$ cat config.mk
export PLATFORM = sky130hd
export DESIGN_NAME = multicycle_ctrl
export DESIGN_NICKNAME = d
export VERILOG_FILES = /design/src/rtl/multicycle_ctrl_pkg.sv /design/src/rtl/multicycle_ctrl_alu_dec.sv /design/src/rtl/multicycle_ctrl.sv
export SDC_FILE = /design/constraint.sdc
export NUM_CORES = 1
export LEC_CHECK = 0
export ABC_AREA = 1
export CORE_MARGIN = 2
export CORE_UTILIZATION = 51
export DETAILED_ROUTE_END_ITERATION = 10
export GPL_TIMING_DRIVEN = 0
export PLACE_DENSITY = 0.87
export REMOVE_ABC_BUFFERS = 1
export SYNTH_ARGS = -nofsm -noshare
export SYNTH_HDL_FRONTEND = slang
export SYNTH_SLANG_ARGS = --single-unit
export TNS_END_PERCENT = 50
$ cat constraint.sdc
create_clock -name clk -period 1.8 [get_ports clk]
set_input_delay 0.27 -clock clk [delete_from_list [all_inputs] [get_ports clk]]
set_output_delay 0.27 -clock clk [all_outputs]
set_load 0.01 [all_outputs]
$ cat src/rtl/multicycle_ctrl_pkg.sv
// rtl/multicycle_ctrl_pkg.sv - shared states, opcodes, ALU codes and control bundle for the multi-cycle sequencer
package multicycle_ctrl_pkg;

  // 4-bit binary state encoding
  typedef enum logic [3:0] {
    ST_RST    = 4'd0,
    ST_FETCH  = 4'd1,
    ST_DECODE = 4'd2,
    ST_EXEC   = 4'd3,
    ST_ALUWB  = 4'd4,
    ST_ADDR   = 4'd5,
    ST_MEMRD  = 4'd6,
    ST_MEMWR  = 4'd7,
    ST_LDWB   = 4'd8,
    ST_BRANCH = 4'd9,
    ST_JUMP   = 4'd10,
    ST_TRAP   = 4'd11
  } state_e;

  typedef enum logic [1:0] {
    PCSRC_ALU    = 2'd0,
    PCSRC_ALUOUT = 2'd1,
    PCSRC_JUMP   = 2'd2,
    PCSRC_RS     = 2'd3
  } pc_src_e;

  typedef enum logic [1:0] {
    SRCB_RT      = 2'd0,
    SRCB_FOUR    = 2'd1,
    SRCB_IMM     = 2'd2,
    SRCB_IMM_SH2 = 2'd3
  } alu_src_b_e;

  localparam logic [3:0] ALU_AND = 4'b0000;
  localparam logic [3:0] ALU_OR  = 4'b0001;
  localparam logic [3:0] ALU_ADD = 4'b0010;
  localparam logic [3:0] ALU_XOR = 4'b0011;
  localparam logic [3:0] ALU_SUB = 4'b0110;
  localparam logic [3:0] ALU_SLT = 4'b0111;
  localparam logic [3:0] ALU_SLL = 4'b1000;
  localparam logic [3:0] ALU_SRL = 4'b1001;
  localparam logic [3:0] ALU_LUI = 4'b1010;
  localparam logic [3:0] ALU_NOR = 4'b1100;

  localparam logic [5:0] OP_RTYPE = 6'h00;
  localparam logic [5:0] OP_J     = 6'h02;
  localparam logic [5:0] OP_BEQ   = 6'h04;
  localparam logic [5:0] OP_BNE   = 6'h05;
  localparam logic [5:0] OP_ADDI  = 6'h08;
  localparam logic [5:0] OP_SLTI  = 6'h0A;
  localparam logic [5:0] OP_ANDI  = 6'h0C;
  localparam logic [5:0] OP_ORI   = 6'h0D;
  localparam logic [5:0] OP_XORI  = 6'h0E;
  localparam logic [5:0] OP_LUI   = 6'h0F;
  localparam logic [5:0] OP_LW    = 6'h23;
  localparam logic [5:0] OP_SW    = 6'h2B;

  localparam logic [5:0] FN_SLL = 6'h00;
  localparam logic [5:0] FN_SRL = 6'h02;
  localparam logic [5:0] FN_JR  = 6'h08;
  localparam logic [5:0] FN_ADD = 6'h20;
  localparam logic [5:0] FN_SUB = 6'h22;
  localparam logic [5:0] FN_AND = 6'h24;
  localparam logic [5:0] FN_OR  = 6'h25;
  localparam logic [5:0] FN_XOR = 6'h26;
  localparam logic [5:0] FN_NOR = 6'h27;
  localparam logic [5:0] FN_SLT = 6'h2A;

  // Datapath controls that depend only on the state (registered as a bundle)
  typedef struct packed {
    logic       mem_req;
    logic       mem_we;
    logic       iord;
    logic       reg_we;
    logic       reg_dst;
    logic       mem_to_reg;
    logic       alu_src_a;
    pc_src_e    pc_src;
    alu_src_b_e alu_src_b;
    logic [3:0] alu_ctrl;
    logic       trap;
  } ctrl_t;

  // Quiescent control word: everything off, ALU left on ADD
  function automatic ctrl_t idle_ctrl();
    ctrl_t c;
    c.mem_req    = 1'b0;
    c.mem_we     = 1'b0;
    c.iord       = 1'b0;
    c.reg_we     = 1'b0;
    c.reg_dst    = 1'b0;
    c.mem_to_reg = 1'b0;
    c.alu_src_a  = 1'b0;
    c.pc_src     = PCSRC_ALU;
    c.alu_src_b  = SRCB_RT;
    c.alu_ctrl   = ALU_ADD;
    c.trap       = 1'b0;
    return c;
  endfunction

  function automatic logic is_wait_state(input state_e s);
    return (s == ST_FETCH) || (s == ST_MEMRD) || (s == ST_MEMWR);
  endfunction

endpackage

$ cat src/rtl/multicycle_ctrl_alu_dec.sv
// rtl/multicycle_ctrl_alu_dec.sv - combinational op/funct decoder giving ALU op code and instruction legality
module multicycle_ctrl_alu_dec
  import multicycle_ctrl_pkg::*;
(
  input  logic [5:0] op_i,
  input  logic [5:0] funct_i,
  output logic [3:0] alu_ctrl_o,
  output logic       legal_o
);

  // Map opcode (and funct for R-type) to ALU operation; unknown encodings are flagged illegal
  always_comb begin
    alu_ctrl_o = ALU_ADD;
    legal_o    = 1'b1;
    case (op_i)
      OP_RTYPE: begin
        case (funct_i)
          FN_SLL:  alu_ctrl_o = ALU_SLL;
          FN_SRL:  alu_ctrl_o = ALU_SRL;
          FN_JR:   alu_ctrl_o = ALU_ADD;
          FN_ADD:  alu_ctrl_o = ALU_ADD;
          FN_SUB:  alu_ctrl_o = ALU_SUB;
          FN_AND:  alu_ctrl_o = ALU_AND;
          FN_OR:   alu_ctrl_o = ALU_OR;
          FN_XOR:  alu_ctrl_o = ALU_XOR;
          FN_NOR:  alu_ctrl_o = ALU_NOR;
          FN_SLT:  alu_ctrl_o = ALU_SLT;
          default: legal_o    = 1'b0;
        endcase
      end
      OP_ADDI:        alu_ctrl_o = ALU_ADD;
      OP_ANDI:        alu_ctrl_o = ALU_AND;
      OP_ORI:         alu_ctrl_o = ALU_OR;
      OP_XORI:        alu_ctrl_o = ALU_XOR;
      OP_LUI:         alu_ctrl_o = ALU_LUI;
      OP_SLTI:        alu_ctrl_o = ALU_SLT;
      OP_LW, OP_SW:   alu_ctrl_o = ALU_ADD;
      OP_BEQ, OP_BNE: alu_ctrl_o = ALU_SUB;
      OP_J:           alu_ctrl_o = ALU_ADD;
      default:        legal_o    = 1'b0;
    endcase
  end

endmodule

$ cat src/rtl/multicycle_ctrl.sv
// rtl/multicycle_ctrl.sv - multi-cycle MIPS sequencer FSM; optional memory-wait timeout under MC_MEM_TIMEOUT_EN
module multicycle_ctrl
  import multicycle_ctrl_pkg::*;
#(
  parameter int          CNT_W   = 32,
  parameter int unsigned TMO_CYC = 255
) (
  input  logic             clk,
  input  logic             rst_n,
  input  logic [5:0]       op,
  input  logic [5:0]       funct,
  input  logic             zero,
  input  logic             mem_ready,
  output logic             mem_req,
  output logic             mem_we,
  output logic             iord,
  output logic             ir_we,
  output logic             pc_we,
  output logic [1:0]       pc_src,
  output logic             reg_we,
  output logic             reg_dst,
  output logic             mem_to_reg,
  output logic             alu_src_a,
  output logic [1:0]       alu_src_b,
  output logic [3:0]       alu_ctrl,
  output logic             retire,
  output logic [CNT_W-1:0] instr_cnt,
  output logic             trap
);

  state_e           state_q, state_d;
  ctrl_t            ctrl_q, ctrl_d;
  logic [CNT_W-1:0] instr_cnt_q;
  logic [3:0]       dec_alu_ctrl;
  logic             dec_legal;
  logic             is_rtype;
  logic             branch_take;
  logic             tmo_hit;

  multicycle_ctrl_alu_dec u_alu_dec (
    .op_i      (op),
    .funct_i   (funct),
    .alu_ctrl_o(dec_alu_ctrl),
    .legal_o   (dec_legal)
  );

  assign is_rtype    = (op == OP_RTYPE);
  assign branch_take = (op == OP_BEQ) ? zero : !zero;

`ifdef MC_MEM_TIMEOUT_EN
  logic [7:0] wait_cnt_q;

  // Fires on the last tolerated stall cycle so the next edge lands in TRAP
  assign tmo_hit = !mem_ready && (wait_cnt_q == 8'(TMO_CYC - 1));

  // Count stalled cycles in a memory wait; every state change restarts the count
  always_ff @(posedge clk or negedge rst_n) begin
    if (!rst_n) begin
      wait_cnt_q <= '0;
    end else if (state_d != state_q) begin
      wait_cnt_q <= '0;
    end else if (is_wait_state(state_q) && !mem_ready) begin
      wait_cnt_q <= wait_cnt_q + 8'd1;
    end
  end
`else
  logic unused_tmo;
  assign tmo_hit    = 1'b0;
  assign unused_tmo = (TMO_CYC == 0);
`endif

  // Next-state selection from current state, memory handshake and decoded instruction
  always_comb begin
    state_d = state_q;
    case (state_q)
      ST_RST:    state_d = ST_FETCH;
      ST_FETCH: begin
        if (mem_ready)    state_d = ST_DECODE;
        else if (tmo_hit) state_d = ST_TRAP;
      end
      ST_DECODE: begin
        if (!dec_legal) begin
          state_d = ST_TRAP;
        end else begin
          case (op)
            OP_RTYPE:       state_d = (funct == FN_JR) ? ST_JUMP : ST_EXEC;
            OP_LW, OP_SW:   state_d = ST_ADDR;
            OP_BEQ, OP_BNE: state_d = ST_BRANCH;
            OP_J:           state_d = ST_JUMP;
            default:        state_d = ST_EXEC;
          endcase
        end
      end
      ST_EXEC:   state_d = ST_ALUWB;
      ST_ALUWB:  state_d = ST_FETCH;
      ST_ADDR:   state_d = (op == OP_SW) ? ST_MEMWR : ST_MEMRD;
      ST_MEMRD: begin
        if (mem_ready)    state_d = ST_LDWB;
        else if (tmo_hit) state_d = ST_TRAP;
      end
      ST_MEMWR: begin
        if (mem_ready)    state_d = ST_FETCH;
        else if (tmo_hit) state_d = ST_TRAP;
      end
      ST_LDWB:   state_d = ST_FETCH;
      ST_BRANCH: state_d = ST_FETCH;
      ST_JUMP:   state_d = ST_FETCH;
      ST_TRAP:   state_d = ST_TRAP;
      default:   state_d = ST_RST;
    endcase
  end

  // Control word for the state being entered, so outputs come straight from flops
  always_comb begin
    ctrl_d = idle_ctrl();
    case (state_d)
      ST_FETCH: begin
        ctrl_d.mem_req   = 1'b1;
        ctrl_d.alu_src_b = SRCB_FOUR;
      end
      ST_DECODE: ctrl_d.alu_src_b = SRCB_IMM_SH2;
      ST_EXEC: begin
        ctrl_d.alu_src_a = 1'b1;
        ctrl_d.alu_src_b = is_rtype ? SRCB_RT : SRCB_IMM;
        ctrl_d.alu_ctrl  = dec_alu_ctrl;
      end
      ST_ALUWB: begin
        ctrl_d.reg_we  = 1'b1;
        ctrl_d.reg_dst = is_rtype;
      end
      ST_ADDR: begin
        ctrl_d.alu_src_a = 1'b1;
        ctrl_d.alu_src_b = SRCB_IMM;
      end
      ST_MEMRD: begin
        ctrl_d.mem_req = 1'b1;
        ctrl_d.iord    = 1'b1;
      end
      ST_MEMWR: begin
        ctrl_d.mem_req = 1'b1;
        ctrl_d.iord    = 1'b1;
        ctrl_d.mem_we  = 1'b1;
      end
      ST_LDWB: begin
        ctrl_d.reg_we     = 1'b1;
        ctrl_d.mem_to_reg = 1'b1;
      end
      ST_BRANCH: begin
        ctrl_d.alu_src_a = 1'b1;
        ctrl_d.alu_ctrl  = ALU_SUB;
        ctrl_d.pc_src    = PCSRC_ALUOUT;
      end
      ST_JUMP:   ctrl_d.pc_src = is_rtype ? PCSRC_RS : PCSRC_JUMP;
      ST_TRAP:   ctrl_d.trap   = 1'b1;
      default:   ctrl_d = idle_ctrl();
    endcase
  end

  // State and registered control word
  always_ff @(posedge clk or negedge rst_n) begin
    if (!rst_n) begin
      state_q <= ST_RST;
      ctrl_q  <= idle_ctrl();
    end else begin
      state_q <= state_d;
      ctrl_q  <= ctrl_d;
    end
  end

  // Retired-instruction counter, free-running wrap
  always_ff @(posedge clk or negedge rst_n) begin
    if (!rst_n) begin
      instr_cnt_q <= '0;
    end else if (retire) begin
      instr_cnt_q <= instr_cnt_q + CNT_W'(1);
    end
  end

  // Strobes qualified by same-cycle inputs (memory handshake, branch flag)
  assign ir_we  = (state_q == ST_FETCH) && mem_ready;
  assign pc_we  = ((state_q == ST_FETCH) && mem_ready) ||
                  ((state_q == ST_BRANCH) && branch_take) ||
                  (state_q == ST_JUMP);
  assign retire = (state_q == ST_ALUWB) || (state_q == ST_LDWB) ||
                  (state_q == ST_BRANCH) || (state_q == ST_JUMP) ||
                  ((state_q == ST_MEMWR) && mem_ready);

  assign mem_req    = ctrl_q.mem_req;
  assign mem_we     = ctrl_q.mem_we;
  assign iord       = ctrl_q.iord;
  assign pc_src     = ctrl_q.pc_src;
  assign reg_we     = ctrl_q.reg_we;
  assign reg_dst    = ctrl_q.reg_dst;
  assign mem_to_reg = ctrl_q.mem_to_reg;
  assign alu_src_a  = ctrl_q.alu_src_a;
  assign alu_src_b  = ctrl_q.alu_src_b;
  assign alu_ctrl   = ctrl_q.alu_ctrl;
  assign trap       = ctrl_q.trap;
  assign instr_cnt  = instr_cnt_q;

endmodule

Word-level counts from Yosys, hierarchy flattened
Cells that the tools add are included.
Word-level totals
  register bits: 52
  input bits: 16
  output and inout bits: 51
  word-level logic and storage cells: 104
Operators by class
  add/subtract/negate cells: 1
  eq/ne operators: 42
  mux-type cells: 26
  reductions and logical operators: 22
Operators with widths (count)
  $pmux 4 s8: 2
  $eq 6x6->1 const B: 9
  $eq 6x4->1 const B: 7
  $add 32x1->32 const B: 1
  $eq 4x3->1 const B: 8
  $eq 4x4->1 const B: 8
  $pmux 4 s7: 1
  $mux 4: 5
  $eq 4x2->1 const B: 4
  $pmux 4 s4: 1
  $eq 6x2->1 const B: 2
  $eq 6x3->1 const B: 2
  $logic_not 6->1: 2
  $mux 1: 12
  $reduce_or 11->1: 1
  $reduce_or 10->1: 1
  $eq 4x1->1 const B: 2
  $pmux 2 s4: 1
  $pmux 4 s2: 1
  $reduce_or 2->1: 4
  $logic_or 1x1->1: 6
  $reduce_or 3->1: 2
  $reduce_or 5->1: 1
  $logic_not 4->1: 1
  5 further kinds: 7

Logic depth before layout (Yosys ltp)
  depth after elaboration: 9
  mapped depth: 12
  gate-level depth less buffers: 12

Cells and area by module
Synthesis repeated with hierarchy kept, for this count alone.
Second synthesis, totals
  cell total of the unflattened synthesis: 452
  area total of the unflattened synthesis: 3239.4 µm²
Modules (own cells, without submodules)
  multicycle_ctrl: instances 1, cells each 378, area each 2912.8 µm², sequential area each 1302.5 µm²
  multicycle_ctrl_alu_dec: instances 1, cells each 74, area each 326.6 µm², sequential area each 0.0 µm²

Least setup slack after synthesis
Ideal clock, no wire load.
  path type: input port to output port
  start point: input port op[5]
  end point: output port pc_we
  arrival: 1.321 ns
  data required time: 1.530 ns
  slack: 0.209 ns
  stages: 5
  path buffers: 0
  cells stage by stage: nor2_4 -> nand3_1 -> nor3_1 -> xor2_1 -> o311ai_0
Between the ends
  cells in the longest elaborated chain, start to end: 5
RTL lines
  start: declaration: RTL line multicycle_ctrl.sv:10  | input logic [5:0] op,
  $eq 6x3->1: RTL line multicycle_ctrl.sv:48  | assign branch_take = (op == OP_BEQ) ? zero : !zero;
  $mux 1: RTL line multicycle_ctrl.sv:48
  $logic_and 1x1->1: RTL line multicycle_ctrl.sv:182  | ((state_q == ST_BRANCH) && branch_take) ||
  $logic_or 1x1->1: RTL line multicycle_ctrl.sv:181  | assign pc_we = ((state_q == ST_FETCH) && mem_ready) ||
  $logic_or 1x1->1: RTL line multicycle_ctrl.sv:182
  end: declaration: RTL line multicycle_ctrl.sv:18  | output logic pc_we,
Every way passes these cells.

Worst setup path in the final report
  start point: register state_q[3]
  end point: register instr_cnt_q[13], in the netlist instr_cnt[13]
Between the ends
  cells in the longest elaborated chain, start to end: 5
  elaborated cells on any way between the ends: 10
  classes of those cells: 5 x eq/ne; 5 x reduce/logical
RTL lines
  start: declaration: RTL line multicycle_ctrl.sv:31  | state_e state_q, state_d;
  start signal: assignment: RTL line multicycle_ctrl.sv:165  | state_q <= state_d;
  $eq 4x3->1 or $eq 4x4->1 (tied branches): RTL line multicycle_ctrl.sv:184  | assign retire = (state_q == ST_ALUWB) || (state_q == ST_LDWB) ||
  $logic_or 1x1->1 (2 in series): RTL line multicycle_ctrl.sv:184
  $logic_or 1x1->1: RTL line multicycle_ctrl.sv:185  | (state_q == ST_BRANCH) || (state_q == ST_JUMP) ||
  $logic_or 1x1->1 *: RTL line multicycle_ctrl.sv:185
  end signal: assignment: RTL line multicycle_ctrl.sv:175  | instr_cnt_q <= instr_cnt_q + CNT_W'(1);
  end: declaration: RTL line multicycle_ctrl.sv:33  | logic [CNT_W-1:0] instr_cnt_q;
Mark *: on every way between the ends. The rest lies on a longest branch, timed or not.
A chain may end at the register's enable or synchronous reset.

==> flow_metrics.tcl <==
set metrics [dict create \
    cellLeakagePower_nw 2.11 \
    insertion_delay_ns 0.31 \
    drtIter0Drc 260 \
    synth_warnings 0 \
    failed_checks "negative setup slack" \
    syn_inst 420 \
    start_kind "flop" \
    synth_top_area_cell "dfrtp_1" \
    seq_power_share 0.334 \
    drv_cap 0 \
    grt_use_total 0.257 \
    clockPowerShare 0.146 \
    max_freq_ghz 0.553 \
    slowest_delay_ns 0.40 \
    synth_area_leaders "dfrtp_1 41%, nand2_1 13%, nor2_1 7.6%" \
    hold_violations 0 \
    final_nets 530 \
    grt_overflow 0 \
    cts_sinks 52 \
    end_kind "flop" \
    clock_path_buffers 2 \
    floorplan.rows 28 \
    cts_htree_levels 2 \
    rr_worst_depth 10 \
    power_density_mw_per_mm2 1060 \
    fin_crit_ns 1.81 \
    fin_crit_sh 1.00 \
    first_pass_iters 7 \
    core_area_mm2 0.00592 \
    path_clk_slew_ns 0.09 \
    r2r-start "state_q[3]" \
    synth_top_area_share 0.409 \
    antenna_found_initial 0 \
    fp.dieArea_mm2 0.00676 \
    crit_type "flop to flop" \
    cp.required_ns 2.03 \
    clock-root-buffer "clkbuf_8" \
    highest_layer "met4" \
    crit_path_max_fanout 7 \
    vias 3232 \
    p_int_w 0.00270 \
    path_buf_inv 2 \
    grt_pass1_vias 3008 \
    switchingPower_w 0.00196 \
    cts_inserted_buffers 5 \
    hold_path.class "input port to asynchronous set/reset pin" \
    syn_to_final_growth_pct 40.2 \
    swShare 0.421 \
    timing.critical_path.mode_cell "nor2_4" \
    slowest_stage "dfrtp_1" \
    avgSynthCellArea_um2 7.43 \
    post_drt_wl_per_cell_um 14.5 \
    r2r-end "instr_cnt[13]" \
    slew_viol_final 0 \
    die_w_um 82.2 \
    rrSetupSlack_ns -0.009 \
    drc 0 \
    worst_pin_slew_ns 0.376 \
    setup_tns_ns -0.00999 \
    drive_above_1_share 0.189 \
    maxSlewHeadroom 0.748 \
    worst_slack_ns -0.00857 \
    drt-met1-wl_um 3340 \
    largest_register_ffs 32 \
    fillers 433 \
    grt_max_degree 38 \
    rsz0062_at_grt "yes" \
    critPathArrivalTime_ns 2.04 \
    die_h_um 82.2 \
    synth-seq-cells 52 \
    yosys.cell_types.count 32 \
    seq_area_frac_synth 0.418 \
    cp_top_family "simple AND/OR/NAND/NOR gates" \
    finalPower_w 0.00466 \
    drt-total-wl_um 8520 \
    combPwrFrac 0.520 \
    drtAntennaViolNets 0 \
    dp_hpwl_um 5920 \
    met2_length_um 4440 \
    via_per_inst 5.49 \
    gp_congestion 0.964 \
    status "finished, violations left" \
    syn_area_mm2 0.00312 \
    wl_met3_um 561 \
    num_antenna_cells 0 \
    io_pins 67 \
    peakVddDrop_v 0.000768 \
    skew_ns 0.00491 \
    grt_pass1_wl_um 13300 \
    initial_core_util 0.527 \
    cts_tree "done" \
    io_buffer_count 66 \
    finalSetupViolations 3 \
    crit_chain "buf_4 -> nand2_4 -> nor2_4 -> nor2_4 -> nand3_4 -> buf_8 -> nand4_4 -> or2_4 -> nor3_4 -> xor2_1" \
    hold_ws_ns 0.403 \
]
-- cells by family (layout without fill, tap and decap cells) --
kind of cell | count (synthesis) | in the layout | synth area share
flip-flops | 52 | 52 | 0.418
buffers and inverters | 60 | 153 | 0.0734
adder cells (fa/ha/maj) | 1 | 1 | 0.00401
XOR/XNOR | 32 | 32 | 0.0899
AO/OA/AOI/OAI | 30 | 30 | 0.0525
AND/OR/NAND/NOR | 245 | 246 | 0.363
-- worst max-delay path by stage --
stage          depth (start not counted)       start  slack, ns             to
3_5_place_dp                           7       op[5]      -0.75          pc_we
6_report                              10  state_q[3]     -0.009  instr_cnt[13]
4_1_cts                                9  state_q[1]     0.0004  instr_cnt[16]
3_3_place_gp                           1       rst_n      -0.92  instr_cnt[30]
5_1_grt                               11  state_q[3]      -0.08  instr_cnt[12]
2_1_floorplan                          9  state_q[3]       0.09  instr_cnt[13]
-- power by group through the flow --
| stage | clock, W | combinational, W | sequential (W) |
|---|---|---|---|
| after floorplan | 0 | 0.000916 | 0.00160 |
| after global placement | 0 | 0.00162 | 0.00155 |
| after detailed placement | 0 | 0.00168 | 0.00156 |
| after CTS | 0.000687 | 0.00196 | 0.00154 |
| after global routing | 0.000747 | 0.00260 | 0.00158 |
| final | 0.000681 | 0.00242 | 0.00156 |
-- placed cells by master (no fill, tap or decap), types with 2 or more instances in the layout --
cell,count
nand3b_1,2
nand2_2,12
nor3_4,4
dlygate4sd2_1,5
dfrtp_1,49
nor3_1,15
o21ai_1,3
nor2_4,7
nor4_2,4
xnor2_1,5
o21ai_0,16
xor2_1,27
nand4_1,10
nand2_4,5
nand3_4,2
clkinvlp_4,2
buf_4,19
nand3_1,19
nor2_1,51
nand4_4,2
buf_2,2
nor3_2,6
a31oi_1,2
nand2_1,94
clkdlybuf4s50_1,56
nor4_1,2
nand3_2,2
a21oi_1,4
clkbuf_8,6
nor2_2,7
dfrtp_2,2
inv_1,49
inv_2,6
-- metal layers --
layer | GRT usage | vias up
met1 | 0.314 | 1538
met3 | 0.0413 | 21
met5 | 0 | -
li1 | - | 1535
met2 | 0.465 | 138
met4 | 0.0717 | 0
-- cell usage after synthesis --
cell type  instances
clkbuf_1           1
nand2_1          107
nor2_4             2
or2_4              1
nand3_2            1
nor3_2             4
xnor2_1            5
nand2_2            4
a22oi_1            1
nand3_1           20
nand3b_1           2
dfrtp_1           51
o21ai_0           17
nand3_4            1
o21a_1             1
nor4_1             6
nor2_1            63
nor3_4             1
buf_2              3
xor2_1            27
a31oi_1            2
nor4_2             1
dfstp_2            1
ha_1               1
nand4_1           10
nand4_2            2
nor3_1            20
o211ai_1           1
inv_1             56
o21ai_1            3
a21oi_1            4
o311ai_0           1
-- metrics by stage --
stage,cells,utilization,worst slack [ns],cell area (um^2)
floorplan,416,-,0.0943,3100
global placement,557,0.651,-0.923,3850
detailed placement,558,0.654,-0.753,3870
CTS,581,0.695,0.000361,4120
global route,589,0.738,-0.0807,4370
finish,589,0.738,-0.00857,4370
-- final cells by class --
cell class / count / area (um^2) / share of cell area
multi-input cells: 309 / 1820 / 0.417
inverters: 56 / 214 / 0.0489
repair buffers: 89 / 841 / 0.192
clock buffers: 7 / 86.3 / 0.0197
flip-flops and latches: 52 / 1310 / 0.299
clock inverters: 1 / 7.51 / 0.00172
well taps: 75 / 93.8 / 0.0215
-- worst register-to-register path: cells and delay by family (launching register included) --
family                 cells  cell delay [ns]
AND/OR/NAND/NOR            7             0.87
flip-flops                 1             0.40
XOR/XNOR                   1             0.17
buffers and inverters      2             0.29
-- repair_timing --
action                                 in CTS  in global routing
hold buffers                                1                  0
setup endpoints to repair                  26                 36
endpoints found under the hold margin      14                  0
buffers inserted                           13                  8
resized for setup                          30                 54
cloned                                      1                  0
pin swaps                                   6                  7
Note: power is estimated with default switching activity, not from simulation.
